[config.mk]
export PLATFORM = sky130hd
export DESIGN_NAME = uart_tx_ctrl
export DESIGN_NICKNAME = d
export VERILOG_FILES = /design/src/rtl/uart_tx_ctrl.sv
export SDC_FILE = /design/constraint.sdc
export NUM_CORES = 1
export LEC_CHECK = 0
export CAP_MARGIN = 10
export CORE_MARGIN = 5
export CORE_UTILIZATION = 29
export CTS_CLUSTER_SIZE = 8
export DETAILED_ROUTE_END_ITERATION = 8
export PLACE_DENSITY = 0.56
export SKIP_CTS_REPAIR_TIMING = 1
export SLEW_MARGIN = 20
export SYNTH_ARGS = -nofsm -noshare
export SYNTH_HDL_FRONTEND = slang
export SYNTH_SLANG_ARGS = --single-unit
[constraint.sdc]
create_clock -name CLOCK -period 2.1 [get_ports CLOCK]
set_input_delay 0.42 -clock CLOCK [delete_from_list [all_inputs] [get_ports CLOCK]]
set_output_delay 0.42 -clock CLOCK [all_outputs]
set_load 0.02 [all_outputs]
[src/rtl/uart_tx_ctrl.sv]
// UART transmitter sequencer: frames a byte as start + 8 data (LSB first) + stop,
// taking each bit period from an external registered bit-timing ROM.
module uart_tx_ctrl #(
    parameter int WIDTH = 8
) (
    input  logic             CLOCK,
    input  logic             RESET,
    input  logic [7:0]       tx_data,
    input  logic             tx_valid,
    output logic             tx_ready,
    output logic [3:0]       rom_addr,
    input  logic [WIDTH-1:0] rom_data,
    output logic             tx_out,
    output logic             busy,
    output logic             frame_done
);

    typedef enum logic [1:0] {
        IDLE,
        ADDR,
        FETCH,
        BIT
    } state_t;

    state_t           state_q;
    logic [3:0]       bit_idx_q;
    logic [WIDTH-1:0] cnt_q;
    logic [7:0]       shreg_q;
    logic             tx_out_q;
    logic             done_q;

    logic [WIDTH-1:0] cnt_d;
    logic             next_bit_d;
    logic             done_d;

    // ADDR and FETCH already spend two cycles of the bit, so the BIT countdown
    // is loaded with max(rom_data,3)-3; clamping keeps short periods from wrapping.
    always_comb begin
        cnt_d = '0;
        if (rom_data > WIDTH'(3)) begin
            cnt_d = rom_data - WIDTH'(3);
        end
        next_bit_d = 1'b1;
        if (bit_idx_q < 4'd8) begin
            next_bit_d = shreg_q[bit_idx_q[2:0]];
        end
        // frame_done is registered, so it is raised on the edge entering the final stop cycle
        done_d = 1'b0;
        if (bit_idx_q == 4'd9) begin
            if (state_q == FETCH && cnt_d == '0) begin
                done_d = 1'b1;
            end else if (state_q == BIT && cnt_q == WIDTH'(1)) begin
                done_d = 1'b1;
            end
        end
    end

    always_ff @(posedge CLOCK) begin
        if (RESET) begin
            state_q   <= IDLE;
            bit_idx_q <= '0;
            cnt_q     <= '0;
            shreg_q   <= '0;
            tx_out_q  <= 1'b1;
            done_q    <= 1'b0;
        end else begin
            done_q <= done_d;
            unique case (state_q)
                IDLE: begin
                    if (tx_valid) begin
                        shreg_q   <= tx_data;
                        bit_idx_q <= '0;
                        tx_out_q  <= 1'b0;
                        state_q   <= ADDR;
                    end
                end
                ADDR: begin
                    state_q <= FETCH;
                end
                FETCH: begin
                    cnt_q   <= cnt_d;
                    state_q <= BIT;
                end
                BIT: begin
                    if (cnt_q != '0) begin
                        cnt_q <= cnt_q - WIDTH'(1);
                    end else if (bit_idx_q == 4'd9) begin
                        tx_out_q <= 1'b1;
                        state_q  <= IDLE;
                    end else begin
                        bit_idx_q <= bit_idx_q + 4'd1;
                        tx_out_q  <= next_bit_d;
                        state_q   <= ADDR;
                    end
                end
                default: state_q <= IDLE;
            endcase
        end
    end

    assign tx_ready   = (state_q == IDLE);
    assign busy       = (state_q != IDLE);
    assign rom_addr   = bit_idx_q;
    assign tx_out     = tx_out_q;
    assign frame_done = done_q;

endmodule

; ---- Yosys cells after proc, flatten, opt, wreduce, memory -nomap -nowiden
; Index checks and enable logic that the tools add are counted.
[op_classes]
div_mod_pow = 0
eq_ne = 9
addsub = 3
bitwise_logic = 1
mux = 20
magnitude_cmp = 3
n_mul = 0
shift = 0
n_reduce_logical = 14
[op_table]
columns = cell, count
row1 = 8-bit two-way mux, 2
row2 = 8-bit one-hot mux with 2 select lines, 1
row3 = 4-bit two-way mux, 3
row4 = 8-bit by 1-bit == test with 1-bit output (second input constant), 1
row5 = 8-bit by 2-bit greater-than comparator with 1-bit output (second input constant), 1
row6 = 8-bit logical NOT, 1
row7 = 1-bit two-way mux, 8
row8 = 2-bit one-hot mux with 4 select lines, 1
row9 = 4-bit one-hot mux with 2 select lines, 1
row10 = 8-bit nonzero test, 1
row11 = 8-bit by 1-bit subtractor with 8-bit output (second input constant), 1
row12 = 8-bit by 2-bit subtractor with 8-bit output (second input constant), 1
row13 = 2-bit inequality test (second input constant), 3
row14 = 2-bit AND reduction, 3
row15 = 2-bit nonzero test, 3
row16 = 4-bit by 1-bit adder with 4-bit output (second input constant), 1
row17 = 2-bit == test (second input constant), 2
row18 = 4-bit == test (second input constant), 1
row19 = 3-bit by 4-bit less-than comparator with 1-bit output (second input constant), 1
row20 = 4-bit less-than comparator (second input constant), 1
row21 = 2-bit two-way mux, 2
row22 = 4-bit AND reduction, 1
row23 = 1-bit binary-select mux with 3-bit select, 1
row24 = 3-bit AND reduction, 1
row25 = other kinds (7), 8
[word_totals]
rom_bits = 0
mem_bits_rw = 0
in_bits = 19
latchBits = 0
output_inout_bits = 8
n_memories = 0
ff_bits = 24
word_cells = 56

; ---- Logic depth before layout (Yosys ltp)
[logic_depth]
word_depth = 6
mapped_depth = 6
ltp_nobuf = 6

; ---- Least setup slack after synthesis
; OpenSTA, ideal clock, no wires.
[synth_timing]
path_type = flip-flop to flip-flop
from = reg state_q[0]
to = reg bit_idx_q[3] (netlist: rom_addr[3])
path_slack_ns = 0.305
path_stages_with_launch = 7
required_ns = 2.030
path_buffers = 0
setup_ns = 0.070
arrival_time_ns = 1.725
path_cell_list = dfxtp_1 -> inv_1 -> ha_1 -> nand2b_1 -> o21ai_0 -> or4_1 -> a21boi_1
[synth_between]
elab_chain_len = 3
[synth_lines]
columns = element, line
row1 = "start, declared", 25  ; state_t state_q;
row2 = "start signal, assigned", 60  ; state_q <= IDLE;
row3 = "start signal, assigned", 74  ; state_q <= ADDR;
row4 = "start signal, assigned", 78  ; state_q <= FETCH;
row5 = 2-bit logical NOT (*), -
row6 = via tx_ready, 10  ; output logic tx_ready,
row7 = 2-bit inequality test (no line) / 2-bit nonzero test (equally long branches), -
row8 = 4-bit AND reduction (no line), -
row9 = "end signal, assigned", 91  ; bit_idx_q <= bit_idx_q + 4'd1;
row10 = "end, declared", 26  ; logic [3:0] bit_idx_q;
; The timed path passes the listed nets; every way through them passes the cells marked *.
; A chain may end at the register's enable or synchronous reset.

; ---- Worst setup path after layout
[layout_timing]
from = reg cnt_q[1]
to = reg cnt_q[0]
[layout_between]
elab_chain_len = 3
[layout_lines]
columns = element, line
row1 = "start, declared", 27  ; logic [WIDTH-1:0] cnt_q;
row2 = "start signal, assigned", 81  ; cnt_q <= cnt_d;
row3 = "start signal, assigned", 86  ; cnt_q <= cnt_q - WIDTH'(1);
row4 = 8-bit nonzero test, 85  ; if (cnt_q != '0) begin
row5 = 2-bit by 1-bit inequality test with 1-bit output (no line), -
row6 = 2-bit AND reduction (no line), -
; Every way passes these cells.

==> flow_summary.json <==
{
  "status": "finished clean",
  "hp-class": "flop to flop",
  "syn_area_sq_um": 1610,
  "cts_tree": "yes",
  "end_kind": "flop",
  "hold_violations": 0,
  "ys_async_sr_fraction_pct": 0,
  "cts_root_buffer": "clkbuf_8",
  "crit_type": "flop to flop",
  "swShare_pct": 40.1,
  "clk_latency_ps": 280,
  "drc": 0,
  "start_util_pct": 29.6,
  "clock-sinks": 24,
  "io-pin-count": 27,
  "syn-mean-instance-area_sq_um": 8.26,
  "seqPwrFrac_pct": 29.4,
  "antenna_found_initial": 0,
  "seqCellArea_sq_um": 480,
  "clkPwrFrac_pct": 18.9,
  "finClkSkew_ps": 15.0,
  "synthXorXnorAreaFrac_pct": 0.544,
  "synth.largest_area_cell": "dfxtp_1",
  "dp_cells": 310,
  "viasPerCell": 5.35,
  "cp-start-kind": "flop",
  "cts.htree.levels": 1,
  "ys_top_cells_by_area": "dfxtp_1 (30%), a21oi_1 (6.2%), ha_1 (6.2%)",
  "maxCapViolCount": 0,
  "synthMuxAreaShare_pct": 3.50,
  "min_period_ps": 1920,
  "layout.nets": 270,
  "grt_usage_pct": 12.0,
  "tightestPinTransition_ps": 484,
  "finalMaxSlewViolations": 0,
  "synth_top_family_by_area": "compound AO/OA/AOI/OAI gates",
  "cp.required_ps": 2280,
  "routabilityCongestion": 0.856,
  "combPwrFrac_pct": 51.7,
  "antennaDiodeCount": 0,
  "vdd_drop_max_mv": 0.409,
  "core_sq_um": 5440,
  "grt_pass1_wl_mm": 7.23,
  "antenna_left": 0,
  "clk_pin_slew_worst_paths_ps": 100,
  "synthToLayoutAreaGrowth_pct": 36.7,
  "fmax_mhz": 520,
  "hold_slack_ps": 457,
  "wl_per_cell_microns": 13.8,
  "die_h_microns": 84.5,
  "ys.flop_type": "dfxtp_1",
  "grt_pass1_vias": 1494,
  "first_pass_iters": 4,
  "cts_made_buffers": 3,
  "internal_power_uw": 1330,
  "stdcell_count": 314,
  "wirelength_mm": 4.35,
  "p_sw_uw": 893,
  "ys_ff_latch": 24,
  "period_share_pct": 91.6,
  "clk_path_buf_depth": 2,
  "synthCells": 195,
  "cp.arrival_ps": 2110,
  "rows": 27,
  "setup_violations": 0,
  "cp_max_fo": 6,
  "detailroute.via_count": 1681,
  "p_leak_uw": 0.000802,
  "synth-simple-area-share_pct": 26.3,
  "multi_input_area_sq_um": 1060,
  "synth_compound_area_share_pct": 29.2,
  "grt_max_degree": 18,
  "die_w_microns": 84.5,
  "ys_seq_area_share_pct": 29.8,
  "rsz0062_at_grt": "no",
  "max_slew_margin_pct": 67.4,
  "fillers": 556,
  "portBuffers": 26,
  "fin_area_sq_um": 2200,
  "synth_cell_type_count": 55,
  "synth-adder-area-share_pct": 6.22,
  "grt_overflow": 0,
  "dieArea_sq_um": 7140,
  "synth_edf_count": 0,
  "drt_iter0_markers": 132,
  "syn-num-nets": 222,
  "post_dp_cell_area_sq_um": 2120,
  "dpl.hpwl_mm": 3.45,
  "synth_top_area_share_pct": 29.8,
  "yosys_warnings": 0,
  "tns_ps": 0,
  "powerDensity_nw_per_um2": 1010,
  "drive_above_1_share_pct": 17.8
}
==> power by group through the flow <==
stage | combinational (uW) | clock, uW | sequential (uW)
after floorplan | 723 | 0 | 656
after detailed placement | 1140 | 0 | 662
final | 1150 | 421 | 654
after global routing | 1270 | 447 | 673
after CTS | 1150 | 423 | 652
after global placement | 1140 | 0 | 664
==> kinds of logic after synthesis <==
| kind of cell | after synthesis |
|---|---|
| simple gates | 73 |
| compound gates | 67 |
| flops | 24 |
| buf+inv | 19 |
| fa+ha+maj | 8 |
| mux | 3 |
| xor+xnor | 1 |
==> worst paths after layout <==
kind / startpoint / to / slack [ps] / cells past startpoint
worst max register to register: cnt_q[1] / cnt_q[0] / 180 / 6
worst min-delay path: shreg_q[6] / shreg_q[6] / 460 / 2
worst min register to register: shreg_q[6] / shreg_q[6] / 460 / 2
worst max-delay path: cnt_q[1] / cnt_q[0] / 180 / 6
==> cell usage in the layout (no fill, tap or decap), types with 3 or more instances in the layout <==
cell type / n
o31ai_1: 4
a31oi_1: 5
clkbuf_8: 3
or4_1: 3
nor3_1: 6
nand3_1: 12
nand2_1: 17
dfxtp_1: 24
ha_1: 8
nor2_1: 9
a211o_1: 3
nor4_1: 5
o211ai_1: 3
a21oi_1: 20
inv_1: 10
buf_4: 25
o21ai_0: 10
clkdlybuf4s50_1: 24
nand3b_1: 3
==> routing by layer <==
metal / global-route usage [%] / vias up / wire [microns]
li1: - / 842 / -
met1: 18.7 / 784 / 2190
met2: 17.5 / 50 / 1900
met3: 1.08 / 5 / 201
met4: 3.45 / 0 / 55
met5: 0 / - / 0
==> sequential cells by signal, summed over array words and instances, names as in the netlist <==
signal	count
state_q	2
cnt_q	8
rom_addr	4
shreg_q	8
tx_out	1
frame_done	1
==> metrics by stage <==
stage | setup WS [ps] | total power, uW | utilization, %
4_1_cts | -48.0 | 2220 | 40.3
5_1_grt | 51.5 | 2390 | 40.5
3_3_place_gp | -9.85 | 1810 | 38.9
3_5_place_dp | -89.3 | 1800 | 38.9
6_report | 176 | 2220 | 40.5
2_1_floorplan | 305 | 1380 | -
==> final cells by class <==
| class | instances | share of cell area, % |
|---|---|---|
| clock buffer | 3 | 1.88 |
| clock inverter | 1 | 1.36 |
| inverter | 11 | 1.88 |
| multi-input combinational | 152 | 48.4 |
| sequential | 24 | 21.8 |
| tap | 72 | 4.09 |
| timing repair buffer | 51 | 20.6 |
==> critical path: stages, from the launching register on <==
cell and delay, ps:
dfxtp_1 340, inv_1 100, ha_1 240, or3b_2 540
o21ai_4 260, o21ai_2 90, a221oi_2 260
==> synthesized netlist by cell type, types with 2 or more instances <==
library cell,count
nand2_1,17
inv_1,10
o21ai_0,10
dfxtp_1,24
clkbuf_1,8
nand4_1,2
nand2b_1,2
a211o_1,3
a31oi_1,5
nand3b_1,3
o211ai_1,3
o31ai_1,4
nor3_1,6
ha_1,8
nand4b_1,2
a21oi_1,20
nor4_1,5
nand3_1,12
nor3b_1,2
o21a_1,2
or4_1,3
mux4_2,2
o2111ai_1,2
nor2_1,9
Power figures use the tool's default switching activity.
